[src/rtl/sigmoid_alu_accumulator.sv]
`default_nettype none
// +--------------------------------------------------------------------------+
// | sigmoid_alu_accumulator: bias + NUM_BEATS partial sums, shift, sat8.    |
// | Rev 1.0                                                                 |
// +--------------------------------------------------------------------------+
module sigmoid_alu_accumulator #(
  parameter int NUM_BEATS  = 196,
  parameter int ACC_WIDTH  = 19,
  parameter int FRAC_SHIFT = 4
) (
  input  logic              clk,
  input  logic              n_rst,
  input  logic              clear,
  input  logic              start,
  input  logic signed [7:0] bias_in,
  input  logic signed [9:0] sum_in,
  input  logic              sum_valid,
  output logic              sum_ready,
  output logic signed [7:0] result,
  output logic              result_valid,
  input  logic              result_ready,
  output logic              busy
);

  localparam int c_CNT_W = $clog2(NUM_BEATS + 1);
  localparam logic [c_CNT_W-1:0] c_LAST = c_CNT_W'(NUM_BEATS - 1);
  localparam logic signed [ACC_WIDTH-1:0] c_SAT_MAX = ACC_WIDTH'(127);
  localparam logic signed [ACC_WIDTH-1:0] c_SAT_MIN = ACC_WIDTH'(-128);

  typedef enum logic [1:0] {
    S_IDLE  = 2'd0,
    S_ACCUM = 2'd1,
    S_DONE  = 2'd2
  } state_t;

  state_t                       r_state;
  state_t                       w_next;
  logic signed [ACC_WIDTH-1:0]  r_acc;
  logic        [c_CNT_W-1:0]    r_cnt;
  logic signed [7:0]            r_result;
  logic                         r_sum_ready;
  logic                         r_result_valid;
  logic                         r_busy;

  logic                         w_abort;
  logic                         w_accept;
  logic                         w_last;
  logic signed [ACC_WIDTH-1:0]  w_sum_ext;
  logic signed [ACC_WIDTH-1:0]  w_bias_ext;
  logic signed [ACC_WIDTH-1:0]  w_total;
  logic signed [ACC_WIDTH-1:0]  w_shifted;
  logic signed [7:0]            w_sat;

  // clear only acts once a neuron is in flight; in IDLE it must leave result alone
  assign w_abort    = clear && (r_state != S_IDLE);
  assign w_accept   = sum_valid && r_sum_ready;
  assign w_last     = w_accept && (r_cnt == c_LAST);
  assign w_sum_ext  = {{(ACC_WIDTH-10){sum_in[9]}}, sum_in};
  assign w_bias_ext = {{(ACC_WIDTH-8){bias_in[7]}}, bias_in};
  assign w_total    = r_acc + w_sum_ext;
  assign w_shifted  = w_total >>> FRAC_SHIFT;

  always_comb begin
    w_sat = w_shifted[7:0];
    if (w_shifted > c_SAT_MAX) begin
      w_sat = 8'sh7F;
    end else if (w_shifted < c_SAT_MIN) begin
      w_sat = 8'sh80;
    end
  end

  always_comb begin
    w_next = r_state;
    if (w_abort) begin
      w_next = S_IDLE;
    end else begin
      case (r_state)
        S_IDLE:  if (start)        w_next = S_ACCUM;
        S_ACCUM: if (w_last)       w_next = S_DONE;
        S_DONE:  if (result_ready) w_next = S_IDLE;
        default:                   w_next = S_IDLE;
      endcase
    end
  end

  always_ff @(posedge clk) begin
    if (!n_rst) begin
      r_state        <= S_IDLE;
      r_sum_ready    <= 1'b0;
      r_result_valid <= 1'b0;
      r_busy         <= 1'b0;
    end else begin
      r_state        <= w_next;
      r_sum_ready    <= (w_next == S_ACCUM);
      r_result_valid <= (w_next == S_DONE);
      r_busy         <= (w_next != S_IDLE);
    end
  end

  always_ff @(posedge clk) begin
    if (!n_rst || w_abort) begin
      r_acc    <= '0;
      r_cnt    <= '0;
      r_result <= '0;
    end else begin
      case (r_state)
        S_IDLE: begin
          if (start) begin
            r_acc <= w_bias_ext;
            r_cnt <= '0;
          end
        end
        S_ACCUM: begin
          if (w_accept) begin
            r_acc <= w_total;
            r_cnt <= r_cnt + 1'b1;
          end
          if (w_last) begin
            r_result <= w_sat;
          end
        end
        default: ;
      endcase
    end
  end

  assign sum_ready    = r_sum_ready;
  assign result_valid = r_result_valid;
  assign busy         = r_busy;
  assign result       = r_result;

endmodule
`default_nettype wire

[config.mk]
export PLATFORM = sky130hd
export DESIGN_NAME = sigmoid_alu_accumulator
export DESIGN_NICKNAME = d
export VERILOG_FILES = /design/src/rtl/sigmoid_alu_accumulator.sv
export SDC_FILE = /design/constraint.sdc
export NUM_CORES = 1
export LEC_CHECK = 0
export ABC_CLOCK_PERIOD_IN_PS = 2500
export BUFFER_PORTS_ARGS = -buffer_cell sky130_fd_sc_hd__clkbuf_2
export CORE_UTILIZATION = 53
export CTS_BUF_LIST = sky130_fd_sc_hd__clkbuf_16
export DETAILED_ROUTE_END_ITERATION = 10
export GPL_ROUTABILITY_DRIVEN = 0
export PLACE_DENSITY = 0.85
export SLEW_MARGIN = 30
export SYNTH_ARGS = -nofsm -noshare
export SYNTH_HDL_FRONTEND = slang
export SYNTH_SLANG_ARGS = --single-unit
[constraint.sdc]
create_clock -name clk -period 2.5 [get_ports clk]
set_input_delay 0.125 -clock clk [delete_from_list [all_inputs] [get_ports clk]]
set_output_delay 0.125 -clock clk [all_outputs]
set_load 0.005 [all_outputs]
==> results of run 1 <==
==> metrics by stage <==
step	utilization, %	setup slack [ns]	cells	setup TNS [ns]	hold slack [ns]
after floorplan	-	0.02085	357	0	0.2849
after global placement	67.97	-0.06503	491	-0.4384	0.3834
after detailed placement	67.97	-0.2799	491	-1.976	0.4108
after CTS	73.49	-0.1306	505	-0.8526	0.1189
after global routing	74.69	-0.3955	506	-2.966	0.1407
final	74.69	-0.3173	506	-2.355	0.1262
==> layout make-up <==
class                      instances  area, um^2
timing repair buffer              88       579.3
clock buffer                       5       125.1
clock inverter                     3       46.29
fill                             314        1235
multi-input combinational        297        1986
inverter                           6       22.52
sequential                        40       802.0
tap                               67       83.83
==> state kept, by name, summed over array words and instances, names as in the netlist <==
register,count
result,8
result_valid,1
sum_ready,1
r_acc,19
busy,1
r_cnt,8
r_state,2
==> worst max-delay path, stage by stage (launching register included) <==
cell and delay (ns):
dfxtp_2 0.35, ha_4 0.13, inv_2 0.04, fa_2 0.35, nor2b_2 0.14, o31a_1 0.27
a2bb2oi_4 0.21, mux2_4 0.33, or2_4 0.25, nor4_4 0.23, a41oi_4 0.25, o21ai_1 0.19
==> kinds of logic (layout without fill, tap and decap cells) <==
| kind of cell | Yosys count | count (layout) |
|---|---|---|
| xor+xnor | 17 | 17 |
| fa+ha+maj | 20 | 20 |
| flops | 40 | 40 |
| simple gates | 141 | 141 |
| mux | 3 | 3 |
| compound gates | 116 | 116 |
| buf+inv | 20 | 102 |
==> layout by cell type, fill, tap and decap left out, drive strengths merged, types with 4 or more instances in the layout <==
| cell type | synthesis | layout |
|---|---|---|
| ha | 19 | 19 |
| xnor2 | 8 | 8 |
| a21oi | 38 | 38 |
| a22oi | 4 | 4 |
| nor3 | 8 | 8 |
| o221a | 5 | 5 |
| nand3 | 11 | 11 |
| clkbuf | 12 | 39 |
| or2 | 4 | 4 |
| xor2 | 9 | 9 |
| o21a | 5 | 5 |
| and3 | 5 | 5 |
| dfxtp | 40 | 40 |
| inv | 6 | 7 |
| buf | 2 | 54 |
| o311ai | 8 | 8 |
| nand4 | 6 | 6 |
| a211oi | 6 | 6 |
| nand2 | 27 | 27 |
| nor2 | 58 | 58 |
| o21ai | 27 | 27 |
| nor2b | 6 | 6 |
==> worst max path at each step <==
stage | end | depth (start not counted) | start
floorplan | result[0] | 11 | r_acc[0]
global placement | result[0] | 11 | r_acc[0]
detailed placement | result[2] | 11 | r_acc[0]
CTS | result[3] | 11 | r_acc[0]
global route | result[4] | 13 | r_acc[0]
finish | result[0] | 11 | r_acc[0]
==> synth_stat cells (all sizes together), types with 2 or more instances <==
master	n
nor2	58
dfxtp	40
a21oi	38
nand2	27
o21ai	27
ha	19
clkbuf	12
nand3	11
xor2	9
nor3	8
o311ai	8
xnor2	8
a211oi	6
inv	6
nand4	6
nor2b	6
and3	5
o21a	5
o221a	5
a22oi	4
or2	4
a21o	3
nand2b	3
o21bai	3
and2	2
buf	2
mux2i	2
nor4b	2
o2111ai	2
o211ai	2
o22ai	2
o31a	2
or3	2
==> report_power, final <==
group          switching (mW)  total, mW  internal [mW]
combinational           0.461      0.808          0.347
sequential             0.0231      0.692          0.669
clock                   0.299      0.774          0.475
total                   0.784       2.27           1.49
==> routing by layer <==
layer | wire length (um) | vias to the layer above
li1 | - | 1477
met1 | 3628 | 1549
met2 | 4367 | 283
met3 | 984 | 78
met4 | 601 | 0
met5 | 0 | -
==> what timing repair did <==
action | in CTS | in global routing
resized for setup | 12 | 9
setup buffers | 6 | 1
endpoints found under the setup margin | 10 | 12
pin swaps | 7 | 4
gates cloned | 0 | 0
hold buffers | 0 | 0
==> metrics.yaml, run 1 <==
status: "complete, but fails checks"
violations: "setup timing"
reg2regPathDepth: 11
synth_top_family_by_area: "compound AO/OA/AOI/OAI gates"
drive_gt1_share_pct: 28.70
synth-xor-area-share_pct: 5.394
dr.pass1.iters: 5
required_ns: 2.72
maxCapViolations: 0
met1_usage_pct: 41.80
synth_cell_type_count: 55
root_buffer: "clkbuf_16"
hold_start: "result_ready"
clk_latency_ns: 0.29
use_met3_pct: 8.401
synth_mux_area_share_pct: 1.269
die_h_um: 74.17
synth_area_leaders: "dfxtp_1, ha_1, nor2_1"
finalWorstSetupSlack_ns: -0.3173
syn_avg_cell_area_um2: 7.732
clockBufferDepth: 2
power_mw: 2.274
die_area_um2: 5500
synthSimpleGateAreaFrac_pct: 24.61
h-tree-depth: 2
synth-edff-count: 0
r2r_slack_ns: -0.32
synth_top_area_cell: "dfxtp_1"
cts_tree: "yes"
slew_violations: 0
stdcell_area_um2: 3645
placed_area_um2: 3317
drc: 0
period_needed_ns: 2.817
holdCritPathClass: "in2reg"
rows: 25
via_per_inst: 6.694
grt_setup_unrepaired: "true"
timing.rr.start: "r_acc[0]"
syn_nets: 401
place_hpwl_mm: 6.074
wire_per_inst_um: 18.93
gr-usage-met2_pct: 57.37
numCtsBuffers: 5
skew_ns: 0.01073
p_leak_nw: 1.567
finalSetupViolations: 9
synth_ff_type: "dfxtp_1"
synth_top_area_share_pct: 29.01
synthCells: 357
clock.fmax_ghz: 0.3549
tightest_slew_ns: 0.6392
crit_fanout: 7
port_buffers: 34
min_path_cells: 3
vdd_drop_max_mv: 0.4424
area_growth_pct: 32.05
ioPinCount: 35
drtIter0Drc: 478
grt_use_total_pct: 35.02
critPathCaptureType: "flip-flop"
cts_num_sinks: 40
synth-compound-area-share_pct: 27.56
grt_pass1_wl_mm: 14.61
gr-total-overflow: 0
max_slew_margin_pct: 57.28
synth_warnings: 0
synth_area_um2: 2760
power_density_nw_per_um2: 624.0
hold_end: "result_valid"
grt_pass1_vias: 3128
core_um2: 4880
start_kind: "flip-flop"
vias: 3387
synth_seq_cells: 40
yosysSeqAreaShare_pct: 29.01
die_x_um: 74.17
arrival_ns: 3.04
clk_pin_slew_ns: 0.07
antenna_found_initial: 0
n_antenna_cell: 0
grt_max_degree: 18
min_period_over_period_pct: 112.7
reg2reg_to: "result[0]"
routed_wirelength_mm: 9.581
criticalPathCategory: "reg2reg"
drtAntennaViolNets: 0
async_reset_ff_share_pct: 0
nets: 482
grt_most_used_layer: "met2"
hold_violations: 0
initial_core_util_pct: 56.56
synthAdderAreaFrac_pct: 9.338
(Power assumes the default switching activity.)
==> run 2, diff against run 1 <==
- ABC_AREA: not set -> 1
- PLACE_DENSITY: 0.85 -> 0.84
==> run 2 against run 1 <==
Against the previous run: the flow now finishes without violations; routed wire length down 19%; final area down 5.9%; clock power down 5.3%; highest routed layer unchanged.
==> metrics.yaml, run 2 <==
cts_num_sinks: 40  # unchanged
vdd_drop_max_mv: 0.4466  # +0.94%
h-tree-depth: 2  # unchanged
drtIter0Drc: 231  # -52%
synth_area_leaders: "dfxtp_1, nand2_1, ha_1"
layout_commonest_cell: "nand2_1"
pre_cts_ws_ns: 0.1678  # +0.4477 ns
drive_gt1_share_pct: 20.60  # -8.1 points
root_buffer: "clkbuf_16"
dr.pass1.iters: 4  # -1
wire_per_inst_um: 13.58  # -28%
die_x_um: 76.61  # +3.3%
routed_wirelength_mm: 7.738  # -19%
status: "completed"
synth_area_um2: 2950  # +6.9%
clk_pin_slew_ns: 0.06  # about the same
crit_fanout: 7  # unchanged
power_density_nw_per_um2: 586.0  # -6.1%
p_leak_nw: 1.719  # +9.7%
grt_use_total_pct: 28.07  # -7.0 points
synth_top_area_cell: "dfxtp_1"
die_h_um: 76.61  # +3.3%
largest_reg_flops: 19  # unchanged
die_area_um2: 5869  # +6.7%
async_reset_ff_share_pct: 0  # unchanged
max_slew_margin_pct: 64.79  # +7.5 points
placedCellCount: 561  # +14%
finalWorstSetupSlack_ns: 0.2176  # +0.5350 ns
synth-edff-count: 0  # unchanged
final_cell_mix: "nand2_1, inv_1, a21oi_1"
synthCells: 458  # +28%
arrival_ns: 2.45  # -0.59 ns
gr-total-overflow: 0  # unchanged
area_growth_pct: 16.28
core_um2: 5238  # +7.3%
drc: 0  # unchanged
drtAntennaViolNets: 0  # unchanged
r2r_slack_ns: 0.22  # +0.53 ns
yosysSeqAreaShare_pct: 27.14  # -1.9 points
final_cells: 570  # +13%
synthTopCellsByCount: "nand2_1, inv_1, a21oi_1, dfxtp_1, nor2_1"
clockBufferDepth: 2  # unchanged
vias: 3148  # -7.1%
synth_cell_type_count: 33  # -40%
grt_pass1_vias: 2976  # -4.9%
nets: 543  # +13%
synth_ff_type: "dfxtp_1"
grt_pass1_wl_mm: 13.23  # -9.4%
maxCapViolations: 0  # unchanged
required_ns: 2.67  # -0.05 ns
start_kind: "flip-flop"
synth_seq_cells: 40  # unchanged
period_needed_ns: 2.282  # -0.5350 ns
ioPinCount: 35  # unchanged
rows: 26  # +4.0%
criticalPathCategory: "reg2reg"
synth_top_area_share_pct: 27.14  # -1.9 points
top_register: "r_acc"
skew_ns: 0.006697  # -0.004036 ns
syn_avg_cell_area_um2: 6.442  # -17%
yosysMostFrequentCell: "nand2_1"
slew_violations: 0  # unchanged
hold_violations: 0  # unchanged
antenna_found_initial: 0  # unchanged
place_hpwl_mm: 5.910  # -2.7%
numCtsBuffers: 5  # unchanged
finalSetupViolations: 0  # -9
syn_nets: 502  # +25%
initial_core_util_pct: 56.33  # -0.23 points
n_antenna_cell: 0  # unchanged
critPathCaptureType: "flip-flop"
via_per_inst: 5.523  # -17%
port_buffers: 34  # unchanged
clock.fmax_ghz: 0.4381  # +23%
synth_warnings: 0  # unchanged
min_period_over_period_pct: 91.29  # -21 points
clk_latency_ns: 0.28  # about the same
holdCritPathClass: "in2reg"
grt_max_degree: 21  # +3
tightest_slew_ns: 0.5275  # -0.1117 ns
cts_tree: "yes"
[run 2: layout make-up]
cell class,count,area [um^2]
Sequential cell,40,802.0
Multi-Input combinational cell,341,1892
Clock buffer,5,125.1
Fill cell,468,1807
Tap cell,70,87.58
Timing Repair Buffer,40,215.2
Inverter,71,266.5
Clock inverter,3,42.54
[run 2: timing repair]
| item | in CTS | in global routing |
|---|---|---|
| buffers inserted | 0 | 1 |
| hold endpoints to repair | 0 | 0 |
| setup endpoints to repair | 0 | 7 |
| hold buffers | 0 | 0 |
| gates resized for setup | 0 | 10 |
[run 2: per-layer routing]
metal	vias up	share of wire [%]	track usage (%)
met2	135	48	48.38
met1	1418	43	33.73
met5	-	0	0
met3	30	6.1	4.192
met4	0	3.5	14.23
li1	1565	-	-
[run 2: final timing paths]
kind,startpoint,endpoint,cells past startpoint
worst min register to register,result[7],result[7],2
worst max-delay path,r_acc[0],result[3],19
worst max register to register,r_acc[0],result[3],19
worst min-delay path,bias_in[2],r_acc[2],3
[run 2: power breakdown]
group	total, mW	internal (mW)	leakage, nW	switching [mW]
clock network	0.733	0.469	0.0814	0.264
registers	0.692	0.669	0.327	0.0233
logic	0.586	0.200	1.31	0.386
total	2.01	1.34	1.72	0.673
[run 2: stage by stage]
stage / hold slack (ns) / cell area [um^2] / utilization (%) / setup TNS, ns / power [mW]
floorplan: 0.2797 / 2950 / - / 0 / 1.119
global placement: 0.3848 / 3222 / 61.51 / 0 / 1.248
detailed placement: 0.3836 / 3222 / 61.51 / 0 / 1.261
CTS: 0.09902 / 3390 / 64.72 / 0 / 1.989
global route: 0.1196 / 3431 / 65.50 / -0.04417 / 2.106
finish: 0.1032 / 3431 / 65.50 / 0 / 2.011
[run 2: kinds of logic (layout without fill, tap and decap cells)]
| logic type | count (synthesis) | count (layout) | share of synthesized area [%] |
|---|---|---|---|
| adders and majority gates | 20 | 20 | 8.736 |
| DFF | 40 | 40 | 27.14 |
| AOI/OAI and AO/OA | 85 | 85 | 15.61 |
| and+or+nand+nor | 226 | 226 | 35.71 |
| buffers and inverters | 77 | 119 | 9.839 |
| xor gates and xnor gates | 10 | 10 | 2.969 |
[run 2: worst max-delay path: stages, from the launching register on]
cell and delay, ns:
dfxtp_2 0.35, ha_4 0.15, inv_1 0.06, fa_2 0.35, inv_1 0.08, nand3_1 0.08
nand2_2 0.10, nand2_1 0.07, nand2_2 0.08, nand2_1 0.06, nand2_1 0.05, nand2_1 0.08
nand2_2 0.10, nand2_1 0.06, nor2_2 0.07, nand3_1 0.09, nand2_2 0.09, nand2_4 0.08
nor2_1 0.12, nor2_1 0.04
==> run 3, diff against run 2 <==
- CORE_ASPECT_RATIO: not set -> 0.75
==> run 3 against run 2 <==
Against the previous run: flip-flop and latch count stayed put; routed wire length fell by 1.7%; highest routed layer unchanged; largest power group unchanged; fmax down 4.6%.
==> metrics.yaml, run 3 (synthesized netlist as in run 2, its figures left out) <==
slowest_stage: "ha_1"
cts_tree: "yes"
final_cell_mix: "nand2_1, inv_1, a21oi_1"
intPower_mw: 1.334  # -0.25%
grt_use_total_pct: 26.77  # -1.3 points
hold_slack_ns: 0.1092  # +0.006010 ns
wire_per_inst_um: 13.25  # -2.4%
vdd_drop_max_mv: 0.3710  # -17%
antenna_found_initial: 0  # unchanged
power.switching_uw: 651.1  # -3.3%
finalSetupViolations: 0  # unchanged
cts_resized: 0  # unchanged
nets: 542  # -0.18%
cts_setup_buffers: 0  # unchanged
arrival_ns: 2.56  # +0.11 ns
maxCapViolations: 0  # unchanged
root_buffer: "clkbuf_16"
top_register: "r_acc"
setup_tns_ns: 0  # unchanged
drtIter0Drc: 239  # +3.5%
required_ns: 2.66  # about the same
vias: 3104  # -1.4%
status: "completed"
grt_pass1_wl_mm: 12.09  # -8.6%
pwr-share-comb_pct: 30.0  # +0.9 points
hold_violations: 0  # unchanged
die_h_um: 66.62  # -13%
grt_max_degree: 21  # unchanged
cts_num_sinks: 40  # unchanged
via_per_inst: 5.408  # -2.1%
drive_gt1_share_pct: 20.84  # +0.24 points
initial_core_util_pct: 55.12  # -1.2 points
drc: 0  # unchanged
n_antenna_cell: 0  # unchanged
gr-total-overflow: 0  # unchanged
clockBufferDepth: 2  # unchanged
numCtsBuffers: 5  # unchanged
clkPwrFrac_pct: 35.2  # -1.3 points
cpPeakStageDelay_ns: 0.36  # about the same
p_leak_nw: 1.718  # about the same
critPathBufInv: 2  # unchanged
max_slew_margin_pct: 63.94  # -0.85 points
grt_pass1_vias: 2688  # -9.7%
place_hpwl_mm: 5.854  # -0.94%
worstPathCellList: "ha_1 -> nand2_2 -> inv_1 -> nand2_1 -> nand2_1 -> inv_1 -> nand3_1 -> nand2_1 -> nand2_1 -> nand2_1 -> nand2_1 -> nor2_1 -> nand3_1 -> nand2_1 -> nand2_4 -> nor2_1 -> nor2_1"
skew_ns: 0.001727  # -0.004970 ns
tightest_slew_ns: 0.5403  # +0.01280 ns
area_growth_pct: 16.71
ioPinCount: 35  # unchanged
die_area_um2: 5872  # about the same
die_x_um: 88.15  # +15%
crit_fanout: 7  # unchanged
rows: 23  # -12%
power_density_nw_per_um2: 576.6  # -1.6%
ctsHoldBuffers: 0  # unchanged
core_um2: 5353  # +2.2%
port_buffers: 34  # unchanged
h-tree-depth: 2  # unchanged
clk_pin_slew_ns: 0.06  # about the same
slew_violations: 0  # unchanged
seqPwrFrac_pct: 34.8  # +0.4 points
holdCritPathClass: "in2reg"
min_period_over_period_pct: 95.68  # +4.4 points
sw_frac_of_total_pct: 32.80  # -0.68 points
largest_reg_flops: 19  # unchanged
dr.pass1.iters: 5  # +1
layout_commonest_cell: "nand2_1"
clock.fmax_ghz: 0.4180  # -4.6%
routed_wirelength_mm: 7.604  # -1.7%
start_kind: "flip-flop"
period_needed_ns: 2.392  # +0.1097 ns
drtAntennaViolNets: 0  # unchanged
crit_path_frequent_cell: "nand2_1"
critPathCaptureType: "flip-flop"
clk_latency_ns: 0.27  # about the same
criticalPathCategory: "reg2reg"
critPathTopFamily: "simple AND/OR/NAND/NOR gates"
-- run 3: final timing paths --
kind | from | endpoint | slack, ns | cells past startpoint
max | r_acc[8] | result[6] | 0.11 | 17
min | bias_in[2] | r_acc[2] | 0.11 | 3
max reg2reg | r_acc[8] | result[6] | 0.11 | 17
min reg2reg | r_cnt[7] | r_cnt[7] | 0.44 | 1
-- run 3: power groups by stage --
stage | Combinational [mW] | Sequential (mW) | Clock [mW]
4_1_cts | 0.564 | 0.689 | 0.708
6_report | 0.596 | 0.691 | 0.698
3_3_place_gp | 0.546 | 0.701 | 0
2_1_floorplan | 0.424 | 0.695 | 0
3_5_place_dp | 0.557 | 0.702 | 0
5_1_grt | 0.658 | 0.693 | 0.736
-- run 3: worst register-to-register path, stage by stage (launching register included) --
cell and delay [ns]:
dfxtp_1 0.34, ha_1 0.36, nand2_2 0.14, inv_1 0.05
nand2_1 0.06, nand2_1 0.09, inv_1 0.07, nand3_1 0.16
nand2_1 0.14, nand2_1 0.06, nand2_1 0.06, nand2_1 0.15
nor2_1 0.14, nand3_1 0.08, nand2_1 0.11, nand2_4 0.10
nor2_1 0.13, nor2_1 0.05
-- run 3: layout make-up --
| type | instances | area [um^2] |
|---|---|---|
| tap | 75 | 93.84 |
| fill | 489 | 1909 |
| clock inverter | 3 | 38.79 |
| timing repair buffer | 39 | 207.7 |
| multi-input combinational | 341 | 1909 |
| sequential | 40 | 802.0 |
| clock buffer | 5 | 125.1 |
| inverter | 71 | 266.5 |
-- run 3: per-stage QoR --
stage	total power [mW]	util [%]	setup slack, ns	cells	cell area (um^2)
6_report	1.985	64.33	0.1079	574	3443
5_1_grt	2.087	64.33	-0.02569	574	3443
4_1_cts	1.961	63.37	0.06718	574	3392
3_5_place_dp	1.260	60.31	0.1221	566	3228
3_3_place_gp	1.247	60.31	0.2272	566	3228
2_1_floorplan	1.119	-	0.3521	458	2950
-- run 3: layer usage --
| layer | share of wire, % | vias to the layer above | GRT usage (%) | wire length, um |
|---|---|---|---|---|
| li1 | - | 1561 | - | - |
| met1 | 46 | 1409 | 36.48 | 3530 |
| met2 | 45 | 117 | 43.70 | 3448 |
| met3 | 6.4 | 17 | 5.081 | 489 |
| met4 | 1.8 | 0 | 6.250 | 134 |
| met5 | 0 | - | 0 | 0 |
